File: src/rtl/handshake_ready_skid.sv
`default_nettype none
// ============================================================================
//  Module      : handshake_ready_skid
//  Description : Ready-path register slice for a valid/ready stream, built
//                as a 2-entry skid buffer. up_ready is always a flop output,
//                so the combinational down_ready -> up_ready path is cut.
//                Lossless, order-preserving, full rate without bubbles.
//
//  Configuration macro : HS_SKID_FWD_REG_EN
//      undefined : forward path is combinational (0-cycle latency), a single
//                  skid register absorbs the word in flight when the
//                  consumer stalls; occupancy 0..1.
//      defined   : forward path is registered as well (1-cycle latency),
//                  output register plus skid register under a 3-state FSM;
//                  occupancy 0..2.
//
//  Ports
//      clk         in   1           single clock, posedge
//      rst         in   1           synchronous reset, active-high
//      up_valid    in   1           upstream word valid
//      up_data     in   WORD_WIDTH  upstream payload
//      up_ready    out  1           registered ready to upstream
//      down_valid  out  1           downstream word valid
//      down_data   out  WORD_WIDTH  downstream payload
//      down_ready  in   1           downstream ready
//      occupancy   out  2           words held internally (debug)
//
//  Revision    : 1.0 - initial release
// ============================================================================
module handshake_ready_skid #(
    parameter int WORD_WIDTH = 8
) (
    input  logic                  clk,
    input  logic                  rst,
    input  logic                  up_valid,
    input  logic [WORD_WIDTH-1:0] up_data,
    output logic                  up_ready,
    output logic                  down_valid,
    output logic [WORD_WIDTH-1:0] down_data,
    input  logic                  down_ready,
    output logic [1:0]            occupancy
);

`ifdef HS_SKID_FWD_REG_EN

    typedef enum logic [1:0] {
        ST_EMPTY = 2'd0,
        ST_BUSY  = 2'd1,
        ST_FULL  = 2'd2
    } state_t;

    state_t                r_state;
    state_t                w_state_next;
    logic                  r_up_ready;
    logic                  r_out_valid;
    logic [WORD_WIDTH-1:0] r_out_data;
    logic [WORD_WIDTH-1:0] r_skid_data;

    logic                  w_in;
    logic                  w_out;
    logic                  w_load_out_up;
    logic                  w_load_out_skid;
    logic                  w_load_skid;

    assign w_in  = up_valid & r_up_ready;
    assign w_out = r_out_valid & down_ready;

    always_comb begin
        w_state_next    = r_state;
        w_load_out_up   = 1'b0;
        w_load_out_skid = 1'b0;
        w_load_skid     = 1'b0;
        case (r_state)
            ST_EMPTY: begin
                if (w_in) begin
                    w_load_out_up = 1'b1;
                    w_state_next  = ST_BUSY;
                end
            end
            ST_BUSY: begin
                if (w_in && !w_out) begin
                    w_load_skid  = 1'b1;
                    w_state_next = ST_FULL;
                end else if (w_in && w_out) begin
                    w_load_out_up = 1'b1;
                end else if (!w_in && w_out) begin
                    w_state_next = ST_EMPTY;
                end
            end
            ST_FULL: begin
                // up_ready is low here, so only the skid word can move forward
                if (down_ready) begin
                    w_load_out_skid = 1'b1;
                    w_state_next    = ST_BUSY;
                end
            end
            default: w_state_next = ST_EMPTY;
        endcase
    end

    always_ff @(posedge clk) begin
        if (rst) begin
            r_state     <= ST_EMPTY;
            r_up_ready  <= 1'b0;
            r_out_valid <= 1'b0;
        end else begin
            r_state     <= w_state_next;
            // Flags are registered from the next state so they track r_state
            r_up_ready  <= (w_state_next != ST_FULL);
            r_out_valid <= (w_state_next != ST_EMPTY);
        end
    end

    always_ff @(posedge clk) begin
        if (rst) begin
            r_out_data  <= '0;
            r_skid_data <= '0;
        end else begin
            if (w_load_out_up) begin
                r_out_data <= up_data;
            end else if (w_load_out_skid) begin
                r_out_data <= r_skid_data;
            end
            if (w_load_skid) begin
                r_skid_data <= up_data;
            end
        end
    end

    assign up_ready   = r_up_ready;
    assign down_valid = r_out_valid;
    assign down_data  = r_out_data;
    assign occupancy  = r_state;

`else

    logic                  r_skid_valid;
    logic [WORD_WIDTH-1:0] r_skid_data;
    logic                  r_up_ready;

    logic                  w_capture;
    logic                  w_drain;
    logic                  w_skid_valid_next;

    // Capture the accepted word only when the consumer cannot take it now;
    // capture and drain are mutually exclusive since up_ready is low while
    // the skid is full.
    assign w_capture         = up_valid & r_up_ready & ~down_ready;
    assign w_drain           = r_skid_valid & down_ready;
    assign w_skid_valid_next = w_capture | (r_skid_valid & ~w_drain);

    always_ff @(posedge clk) begin
        if (rst) begin
            r_skid_valid <= 1'b0;
            r_skid_data  <= '0;
            r_up_ready   <= 1'b0;
        end else begin
            r_skid_valid <= w_skid_valid_next;
            r_up_ready   <= ~w_skid_valid_next;
            if (w_capture) begin
                r_skid_data <= up_data;
            end
        end
    end

    assign up_ready   = r_up_ready;
    assign down_valid = r_skid_valid | up_valid;
    assign down_data  = r_skid_valid ? r_skid_data : up_data;
    assign occupancy  = {1'b0, r_skid_valid};

`endif

endmodule
`default_nettype wire

File: config.mk
export PLATFORM = sky130hd
export DESIGN_NAME = handshake_ready_skid
export DESIGN_NICKNAME = d
export VERILOG_FILES = /design/src/rtl/handshake_ready_skid.sv
export SDC_FILE = /design/constraint.sdc
export NUM_CORES = 1
export LEC_CHECK = 0
export ABC_AREA = 1
export BUFFER_PORTS_ARGS = -buffer_cell sky130_fd_sc_hd__buf_2
export CAP_MARGIN = 20
export CORE_AREA = 2 2 39 41
export CTS_CLUSTER_SIZE = 10
export DETAILED_ROUTE_END_ITERATION = 8
export DIE_AREA = 0 0 41 43
export GPL_ROUTABILITY_DRIVEN = 0
export PLACE_DENSITY = 0.75
export RECOVER_POWER = 100
export SKIP_CTS_REPAIR_TIMING = 1
export SYNTH_ARGS = -nofsm -noshare
export SYNTH_HDL_FRONTEND = slang
export SYNTH_SLANG_ARGS = --single-unit
File: constraint.sdc
create_clock -name clk -period 2.8 [get_ports clk]
set_clock_uncertainty 0.05 [all_clocks]
set_input_delay 0.28 -clock clk [delete_from_list [all_inputs] [get_ports clk]]
set_output_delay 0.28 -clock clk [all_outputs]
set_load 0.02 [all_outputs]
==> qor.yml, run 1 <==
status: "complete, no violations"
cts_made_buffers: 3
leakagePower_nw: 0.341
seqPwrFrac_pct: 44.2
power_frac_comb_pct: 18.8
yosys_warnings: 0
swShare_pct: 27.5
synth_top_area_cell: "dfxtp_1"
drv_slew: 0
drt-met1-wl_um: 449
syn_to_final_growth_pct: 19.9
firstDrtPassIters: 4
cts_tree: "done"
dr_total_vias: 511
drt_iter0_markers: 8
insertion_delay_ns: 0.26
fmax_mhz: 591
row_count: 14
period_needed_ns: 1.69
final_layout_size_suffix_gt1_share_pct: 25.5
setup_viol: 0
worstSetupPathType: "reg -> out"
cts.sinks: 10
yosys_register_bits: 10
clkTransAtPathRegs_ns: 0.06
rsz0062_at_grt: "false"
dieWidth_um: 41
antenna_found_initial: 0
relSlewSlack_pct: 45.7
gr-total-overflow: 0
nets: 115
routedWlPerCell_um: 8.46
p_sw_w: 0.0000948
track_usage_pct: 14.6
period_share_pct: 60.5
top_layer: "met4"
die_y_um: 43
intPower_w: 0.000250
cts_buffer_depth: 2
endpoint_kind: "primary output"
synth_cell_types: 14
avgSynthCellArea_um2: 6.68
boundaryPins: 24
syn_inst: 80
peakVddDrop_v: 0.000325
synthTopCellsByArea: "dfxtp_1 37%, nand2_1 18%, nor2_2 9.4%, o21ai_1 7.5%, inv_1 6.3%"
synth_fp_nets: 92
critPathLaunchType: "register"
cts_max_level: 1
die-area_um2: 1760
wl_met2_um: 442
drc_errors: 0
core_area_um2: 1380
clockPowerShare_pct: 37.0
final_core_util_pct: 46.3
synth_top_area_share_pct: 37.5
antenna_cells: 0
dpl.hpwl_um: 754
io_buffer_count: 22
hold_viol_final: 0
p_per_area_nw_per_um2: 538
hold_class: "in -> reg"
grt_pass1_vias: 439
synthesis.area_um2: 534
worstPathRequired_ns: 2.47
root_buffer: "clkbuf_4"
seq_area_frac_synth_pct: 37.5
maxCapViolCount: 0
worstPathArrival_ns: 1.36
holdWs_ns: 0.149
dr_wl_met3_um: 77
grt_pass1_wl_um: 1660
wl_um: 998
grt_max_degree: 19
tns_ns: 0
crit_fanout: 16
worstMarginPinSlew_ns: 0.812
ant_nets: 0
vias_per_cell: 4.33
start_util_pct: 38.6
power groups by stage:
stage                     combinational, W  sequential, W  clock (W)
after detailed placement         0.0000689       0.000156          0
after global routing             0.0000732       0.000153   0.000142
after floorplan                  0.0000462       0.000157          0
after CTS                        0.0000692       0.000153   0.000134
after global placement           0.0000671       0.000156          0
final                            0.0000648       0.000152   0.000128
worst paths after layout:
path | startpoint | to | slack [ns] | cells past startpoint
max reg2reg | up_ready$_SDFF_PP0_ | r_skid_data[5]$_SDFFE_PP0P_ | 1.41 | 4
min reg2reg | r_skid_data[7]$_SDFFE_PP0P_ | r_skid_data[7]$_SDFFE_PP0P_ | 0.47 | 4
max | r_skid_valid$_SDFF_PP0_ | down_data[5] | 1.11 | 4
min | rst | r_skid_valid$_SDFF_PP0_ | 0.15 | 2
synth_stat cells:
cell type,n
nand2_1,26
dfxtp_1,10
inv_1,9
nor2_1,9
nor2_2,8
o21ai_1,8
buf_4,2
inv_2,2
a21oi_2,1
buf_2,1
buf_8,1
conb_1,1
nand3_4,1
or2_1,1
cells in the final DEF, fill, tap and decap left out:
cell type  instances
nor2_1             9
buf_2             12
clkbuf_4           3
o21ai_1            8
nor2_2             8
dfxtp_1           10
clkbuf_8           1
inv_2              1
nand2_1           26
a21oi_2            1
conb_1             1
or2_1              1
inv_1             10
clkbuf_1          10
nand3_1            1
through the flow:
| step | instances | power [W] | worst slack, ns | area, um^2 |
|---|---|---|---|---|
| after global placement | 114 | 0.000223 | 1.63 | 629 |
| after global routing | 118 | 0.000369 | 0.950 | 641 |
| after CTS | 118 | 0.000356 | 1.31 | 666 |
| after detailed placement | 114 | 0.000225 | 1.61 | 629 |
| final | 118 | 0.000345 | 1.11 | 641 |
| after floorplan | 80 | 0.000203 | 1.56 | 534 |
critical path, cell delays in order (launching register included):
cell and delay (ns):
dfxtp_1 0.33, inv_1 0.34, nand2_1 0.09, o21ai_1 0.09, clkbuf_1 0.24
flip-flops by register name (all words and copies together) (netlist names):
signal	cells
r_skid_data	8
up_ready	1
r_skid_valid	1
routing by layer:
layer	vias to the layer above	track usage [%]
met2	16	20.3
met3	4	6.28
met1	212	17.1
li1	279	-
met4	0	10.0
met5	-	0
logic make-up (layout without fill, tap and decap cells):
family                 after synthesis  after routing  share of synthesized area, %
AO/OA/AOI/OAI                        9              9                          9.13
buffers and inverters               15             37                          14.3
AND/OR/NAND/NOR                     45             45                          38.4
flip-flops                          10             10                          37.5
other                                1              1                         0.702
area by class of cell:
type,instances,area (um^2)
tap,16,20.0
fill,171,743
timing repair buffer,22,97.6
inverter,11,41.3
sequential,10,200
multi-input combinational,55,245
clock buffer,4,36.3
Power figures use the tool's default switching activity.
==> run 2: changes to the inputs <==
--- a/config.mk
+++ b/config.mk
@@ -8,12 +8,12 @@
 export ABC_AREA = 1
 export BUFFER_PORTS_ARGS = -buffer_cell sky130_fd_sc_hd__buf_2
 export CAP_MARGIN = 20
-export CORE_AREA = 2 2 39 41
+export CORE_MARGIN = 2
+export CORE_UTILIZATION = 39
 export CTS_CLUSTER_SIZE = 10
 export DETAILED_ROUTE_END_ITERATION = 8
-export DIE_AREA = 0 0 41 43
 export GPL_ROUTABILITY_DRIVEN = 0
-export PLACE_DENSITY = 0.75
+export PLACE_DENSITY = 0.76
 export RECOVER_POWER = 100
 export SKIP_CTS_REPAIR_TIMING = 1
 export SYNTH_ARGS = -nofsm -noshare
==> constraint.sdc (replaced) <==
create_clock -name clk -period 1.4 [get_ports clk]
set_clock_uncertainty 0.05 [all_clocks]
set_input_delay 0.14 -clock clk [delete_from_list [all_inputs] [get_ports clk]]
set_output_delay 0.14 -clock clk [all_outputs]
set_load 0.02 [all_outputs]
==> qor.yml, run 2 (synthesis results as in run 1) <==
status: "complete, no violations"
final_common_cell: "nand2_1"
maxCapViolCount: 0
die_y_um: 41.0
syn_to_final_growth_pct: 18.7
crit_fanout: 16
core_area_um2: 1280
holdWs_ns: 0.0187
cts_max_level: 1
rrSetupSlack_ns: 0.29
firstDrtPassIters: 2
vias_per_cell: 4.29
p_per_area_nw_per_um2: 981
die-area_um2: 1680
io_buffer_count: 22
dieWidth_um: 41.0
antenna_cells: 0
grt_pass1_wl_um: 1500
worstPathArrival_ns: 1.09
period_needed_ns: 1.28
largest_register: "r_skid_data"
routedWlPerCell_um: 8.55
n_fill_cell: 146
hold_class: "in -> reg"
nets: 115
wl_um: 992
fmax_mhz: 782
row_count: 13
root_buffer: "clkbuf_4"
start_util_pct: 41.6
dr_total_vias: 498
period_share_pct: 91.3
critPathSlowestCell: "dfxtp_1"
largest_reg_flops: 8
endpoint_kind: "primary output"
rsz0062_at_grt: "false"
boundaryPins: 24
pre_cts_ws_ns: 0.357
tns_ns: 0
drv_slew: 0
layout_common_cells: "26 x nand2_1, 12 x nor2_1, 12 x buf_2"
cts.sinks: 10
path_cells: "inv_4 > o21ai_1 > clkbuf_2"
leakagePower_nw: 0.358
insertion_delay_ns: 0.25
ant_nets: 0
cpPeakStageDelay_ns: 0.40
final_layout_size_suffix_gt1_share_pct: 30.7
dpl.hpwl_um: 749
drc_errors: 0
antenna_found_initial: 0
hold_viol_final: 0
track_usage_pct: 14.1
cts_buffer_depth: 2
drt_iter0_markers: 6
ff_latch_area_um2: 200
final_core_util_pct: 49.4
cts_made_buffers: 3
peakVddDrop_v: 0.000518
grt_pass1_vias: 371
clkTransAtPathRegs_ns: 0.06
worstSetupPathType: "reg -> out"
worstPathRequired_ns: 1.21
cts_tree: "done"
setup_viol: 0
critPathLaunchType: "register"
grt_max_degree: 19
setup_ws_ns: 0.121
gr-total-overflow: 0
multiInputGateArea_um2: 243
## run 2: cell count changes in the layout (fill, tap and decap cells not counted)
cell,delta
clkbuf_1,-7
clkbuf_2,+7
nor2_1,+3
nor2_2,-3
clkbuf_8,-1
inv_1,-1
inv_4,+1
nand3_1,-1
nand3_2,+1
## run 2: report_power, final
part,switching [W],internal (W)
Combinational,0.0000860,0.0000454
Sequential,0.00000566,0.000300
Clock,0.0000868,0.0000987
## run 2: worst paths after layout
path,start,end,cells after the start
setup / recovery,r_skid_valid$_SDFF_PP0_,down_data[5],3
hold reg to reg,r_skid_data[7]$_SDFFE_PP0P_,r_skid_data[7]$_SDFFE_PP0P_,4
setup reg to reg,up_ready$_SDFF_PP0_,r_skid_data[0]$_SDFFE_PP0P_,3
hold / removal,rst,r_skid_valid$_SDFF_PP0_,2
## run 2: critical path: cells and delay by family, from the launching register on
| family | cells | cell delay [ns] |
|---|---|---|
| compound gates | 1 | 0.14 |
| flops | 1 | 0.40 |
| buf+inv | 2 | 0.29 |
## run 2: final cells by class
cell class              instances  area share (%)
multi-input cells              55            38.3
clock buffers                   3            3.55
inverters                      11            6.90
well taps                      15            2.96
repair buffers                 22            16.8
flip-flops and latches         10            31.6
## run 2: stage by stage
stage	total power [W]	cell area, um^2	instances
2_1_floorplan	0.000406	534	80
3_3_place_gp	0.000445	628	113
3_5_place_dp	0.000449	628	113
4_1_cts	0.000638	651	116
5_1_grt	0.000664	634	116
6_report	0.000622	634	116
## run 2: per-layer routing
layer / part of all wire [%] / track usage, % / vias up / wire length, um
met4: 1.6 / 10.0 / 0 / 16
met1: 45 / 16.7 / 204 / 447
met3: 6.5 / 4.89 / 2 / 64
met5: 0 / 0 / - / 0
met2: 47 / 20.7 / 16 / 464
li1: - / - / 276 / -
